### config.mk
export PLATFORM = sky130hd
export DESIGN_NAME = array_multiplier_signed
export DESIGN_NICKNAME = d
export VERILOG_FILES = /design/src/rtl/array_multiplier_signed_pkg.sv /design/src/rtl/array_multiplier_signed_fa_cell.sv /design/src/rtl/array_multiplier_signed.sv
export SDC_FILE = /design/constraint.sdc
export NUM_CORES = 2
export LEC_CHECK = 0
export BUFFER_PORTS_ARGS = -buffer_cell sky130_fd_sc_hd__clkbuf_2
export CAP_MARGIN = 20
export CORE_ASPECT_RATIO = 1.25
export CORE_MARGIN = 4
export CORE_UTILIZATION = 50
export CTS_CLUSTER_DIAMETER = 50
export DETAILED_ROUTE_END_ITERATION = 12
export HOLD_SLACK_MARGIN = 0.02
export PLACE_DENSITY_LB_ADDON = 0.08
export SETUP_SLACK_MARGIN = 0.1
export SYNTH_ARGS = -nofsm -noshare
export SYNTH_HDL_FRONTEND = slang
export SYNTH_SLANG_ARGS = --single-unit
### constraint.sdc
create_clock -name clk -period 1.85 [get_ports clk]
set_clock_uncertainty 0.2 [all_clocks]
set_input_delay 0 -clock clk [delete_from_list [all_inputs] [get_ports clk]]
set_output_delay 0 -clock clk [all_outputs]
set_load 0.005 [all_outputs]
### src/rtl/array_multiplier_signed_pkg.sv
// Shared widths and operand/product types for the signed array multiplier.
package array_multiplier_signed_pkg;

  localparam int unsigned MULT_WIDTH = 32;
  localparam int unsigned PROD_WIDTH = 2 * MULT_WIDTH;

  typedef logic signed [MULT_WIDTH-1:0] operand_t;
  typedef logic signed [PROD_WIDTH-1:0] product_t;

endpackage

### src/rtl/array_multiplier_signed_fa_cell.sv
// One-bit full adder. Used as a half adder by tying cin_i to 0.
module mult_fa_cell (
  input  logic a_i,
  input  logic b_i,
  input  logic cin_i,
  output logic sum_o,
  output logic cout_o
);

  assign sum_o  = a_i ^ b_i ^ cin_i;
  assign cout_o = (a_i & b_i) | (cin_i & (a_i ^ b_i));

endmodule

### src/rtl/array_multiplier_signed.sv
// Baugh-Wooley signed array multiplier: carry-save adder-cell array, ripple-carry
// final adder, and a single output register (one cycle of latency).
module array_multiplier_signed
  import array_multiplier_signed_pkg::*;
#(
  parameter int unsigned WIDTH = MULT_WIDTH
) (
  input  logic                 clk,
  input  logic                 rst,
  input  logic [WIDTH-1:0]     a,
  input  logic [WIDTH-1:0]     b,
  output logic [2*WIDTH-1:0]   p
);

  localparam int unsigned PW = 2 * WIDTH;
  // Sign-correction constant: 2^WIDTH + 2^(2*WIDTH-1)
  localparam logic [PW-1:0] CORR = (PW'(1) << WIDTH) | (PW'(1) << (PW - 1));

  logic [PW-1:0] p_d;
  logic [PW-1:0] p_q;
  logic [PW-1:0] fin_s;
  logic [PW-1:0] fin_c;

  // Row r holds pp[r][j] shifted left by r; terms with exactly one index at WIDTH-1 are inverted
  for (genvar r = 0; r < WIDTH; r++) begin : g_row
    logic [PW-1:0] pp;
    for (genvar k = 0; k < PW; k++) begin : g_bit
      if (k >= r && k < r + WIDTH) begin : g_term
        localparam int unsigned J = k - r;
        if ((r == WIDTH - 1) != (J == WIDTH - 1)) begin : g_inv
          assign pp[k] = ~(a[J] & b[r]);
        end else begin : g_pos
          assign pp[k] = a[J] & b[r];
        end
      end else begin : g_zero
        assign pp[k] = 1'b0;
      end
    end
  end

  // Carry-save reduction: each stage folds one more row into the (sum, carry) pair
  for (genvar r = 0; r < WIDTH; r++) begin : g_csa
    logic [PW-1:0] s;
    logic [PW-1:0] c;
    if (r == 0) begin : g_init
      assign s = g_row[0].pp;
      assign c = CORR;
    end else begin : g_stage
      assign c[0] = 1'b0;
      for (genvar k = 0; k < PW; k++) begin : g_col
        if (k < PW - 1) begin : g_cell
          mult_fa_cell u_fa (
            .a_i    (g_csa[r-1].s[k]),
            .b_i    (g_csa[r-1].c[k]),
            .cin_i  (g_row[r].pp[k]),
            .sum_o  (s[k]),
            .cout_o (c[k+1])
          );
        end else begin : g_msb
          // Carry out of the top bit falls outside the product and is dropped
          assign s[k] = g_csa[r-1].s[k] ^ g_csa[r-1].c[k] ^ g_row[r].pp[k];
        end
      end
    end
  end

  assign fin_s = g_csa[WIDTH-1].s;
  assign fin_c = g_csa[WIDTH-1].c;

  // Final ripple-carry adder; bit 0 is a half adder
  for (genvar k = 0; k < PW; k++) begin : g_rca
    if (k < PW - 1) begin : g_full
      logic cin;
      logic cy;
      if (k == 0) begin : g_lsb
        assign cin = 1'b0;
      end else begin : g_chain
        assign cin = g_rca[k-1].g_full.cy;
      end
      mult_fa_cell u_fa (
        .a_i    (fin_s[k]),
        .b_i    (fin_c[k]),
        .cin_i  (cin),
        .sum_o  (p_d[k]),
        .cout_o (cy)
      );
    end else begin : g_top
      assign p_d[k] = fin_s[k] ^ fin_c[k] ^ g_rca[k-1].g_full.cy;
    end
  end

  always_ff @(posedge clk or posedge rst) begin
    if (rst) begin
      p_q <= '0;
    end else begin
      p_q <= p_d;
    end
  end

  assign p = p_q;

endmodule

==> parameters.txt <==
Parameter                              Value

Status
  Status ... complete, but fails checks
  Violated checks ... negative setup slack

Logic synthesis
  Synth Instances ... between 2,000 and 2,500
  Synth Area per Inst ... between 10 and 15 µm²
  Fraction of synthesized cell area taken by the top area cell type ... around 65%
  Biggest area contributors in the synthesized netlist ... sky130_fd_sc_hd__fa_1, sky130_fd_sc_hd__and2_1, sky130_fd_sc_hd__dfrtp_1, sky130_fd_sc_hd__ha_1, sky130_fd_sc_hd__inv_1
  Cell type with the highest aggregate area in the netlist ... sky130_fd_sc_hd__fa_1
  Seq cells post-synth ... 64
  Part of the Yosys area used for sequential elements ... about 5.5%
  Count of cell types in the netlist ... 10
  Total number of yosys warnings ... 0
  Netlist Area Pre-Place ... 29,400 µm²
  Syn_nets ... approximately 3,600

Timing
  Measured slew at the worst slew-check pin ... approximately 0.34 ns
  Final setup violation count ... 60
  Fmax ... around 39 MHz
  Share of the clock period used by the worst path after layout ... 1390%
  Final critical path time including I/O delays and setup ... 25.72 ns
  Slew margin rel. ... approximately 77%
  Number of pins exceeding their max-slew limit in the final report ... 0
  RSZ-0062 raised after global routing ... yes
  Final setup slack of the worst path ... -23.87 ns
  Number of hold violations in the final report ... 0
  Worst-case hold slack ... 0.0407 ns

Floorplan
  Initial Utilization ... 50.4%
  Floorplan die area ... between 60,000 and 70,000 µm²
  Num ports ... 130
  Num rows ... between 90 and 100
  Die H ... 279 µm
  Die span in x ... approximately 220 µm
  Total core area ... 58,200 µm²

Cells and area
  Growth of design area from synthesis to finish ... 12.4%
  Fraction of final layout cells sized beyond drive strength 1 ... between 30% and 40%
  Most common cell after layout, fill and taps aside ... sky130_fd_sc_hd__and2_1
  Final cell area excluding filler cells ... 33,000 µm²
  Layout Nets ... around 3,600
  Top library cells by usage in the layout, fill and taps aside ... sky130_fd_sc_hd__and2_1, sky130_fd_sc_hd__fa_1, sky130_fd_sc_hd__fa_2
  Flip-flop count of the largest register after layout ... 64

Worst setup path
  Arrival time at the worst endpoint ... ~26 ns
  Most frequent CP cell ... sky130_fd_sc_hd__fa_2
  Critical Path Start Type ... input port
  Required time reported for the critical path endpoint ... 1.91 ns
  Worst stage delay on the critical path ... 0.58 ns
  Category of the most critical setup path ... input port to flip-flop
  Category of the worst setup path capture point ... flip-flop
  Largest driver fanout on the critical path ... 6
  Crit-path slowest cell ... sky130_fd_sc_hd__fa_2

Route
  Via-to-Cell Ratio ... a little over 5
  Via count ... ~17,000
  Detail Route Antenna Nets ... 0
  Number of detailed-routing iterations run before antenna repair ... 4
  Avg WL per Cell ... around 15 µm
  Residual DRC ... 0
  Routed wire length ... approximately 50 mm
  Drt initial violations ... 293

Place
  Area after detailed placement ... around 32,000 µm²
  DPL Wire Length ... between 40 and 50 mm
  Placer congestion estimate ... about 0.8
  Count of input and output buffers ... roughly 130

CTS
  Clock tree from TritonCTS ... yes
  Maximum count of clock buffers along a single path ... 2
  CTS buffer count ... 9
  Clock transition at the registers of the reported paths ... around 0.070 ns
  CTS H-tree lvls ... 3
  Clock Tree Root ... sky130_fd_sc_hd__clkbuf_16
  CTS sink cnt ... between 60 and 70

Global routing
  Total overflow reported by the global router ... 0
  Antenna violations before repair ... 4
  Number of global-route vias before repair ... a little over 20,000
  First-pass GRT wire length ... ~90 mm
  Largest net degree at the start of global routing ... 65
  Global-route total usage across every layer ... around 17%

Job
  Number of max-cap violations ... 0

Worst hold path
  Worst min path class ... input port to flip-flop
through the flow:
stage	std cells	setup WS [ns]	TNS [ns]	util [%]
after detailed placement	3300	-25.05	-865.80	55.5
after CTS	3322	-23.95	-813.62	56.6
after global routing	3323	-24.43	-828.69	56.7
after floorplan	2476	-24.21	-822.00	-
after global placement	3300	-24.89	-860.48	55.5
final	3326	-23.87	-811.28	56.7
path summary, 6_finish.rpt:
kind	cells past startpoint	to	start
setup / recovery	75	p[63]	b[1]
hold / removal	3	p[25]	a[0]
max in group asynchronous	4	p[9]	rst
min in group asynchronous	4	p[29]	rst
synth_stat cells:
master,n
sky130_fd_sc_hd__clkbuf_2,101
sky130_fd_sc_hd__fa_1,960
sky130_fd_sc_hd__buf_4,2
sky130_fd_sc_hd__and2_1,916
sky130_fd_sc_hd__inv_1,172
sky130_fd_sc_hd__nand2_1,109
sky130_fd_sc_hd__dfrtp_1,64
sky130_fd_sc_hd__xnor2_1,1
sky130_fd_sc_hd__buf_2,89
sky130_fd_sc_hd__ha_1,62
worst max-delay path, delay by kind of cell:
family,cells,cell delay [ns]
buf+inv,11,0.58
simple gates,1,0.16
xor+xnor,1,0.13
fa+ha+maj,62,24.84
timing repair:
action / CTS / global route
hold endpoints to repair: 66 / 0
buffers inserted: 3 / 0
hold buffers: 3 / 0
pin swaps: 139 / 72
endpoints found under the setup margin: 61 / 60
gates resized for setup: 91 / 25
area by class of cell:
class | instances | area [µm²]
clock inverters | 6 | 68.8
inverters | 172 | 649
fillers | 5026 | 25200
repair buffers | 265 | 1860
clock buffers | 10 | 229
well taps | 757 | 947
diodes | 4 | 10.0
multi-input cells | 2048 | 27600
flip-flops and latches | 64 | 1600
metal layers:
layer  wire, µm  vias to the layer above  global-route usage (%)  share of wire, %
met5          0                        -                       0                 0
met4        432                        0                    2.80              0.85
met3        920                       23                    1.87               1.8
met2      31300                       94                    35.5                61
met1      18400                     9318                    19.2                36
li1           -                     7323                       -                 -
logic make-up (layout without fill, tap and decap cells):
| logic type | Yosys count | after routing | synth area share (%) |
|---|---|---|---|
| and+or+nand+nor | 1025 | 1025 | 20.9 |
| other | 0 | 4 | 0 |
| xor gates and xnor gates | 1 | 1 | 0.0298 |
| adders and majority gates | 1022 | 1022 | 68.1 |
| DFF | 64 | 64 | 5.46 |
| buffers and inverters | 364 | 453 | 5.49 |
Power is left out: the tool's default activity adds up to more than one toggle a clock period on the data nets, which glitch-free logic cannot reach.
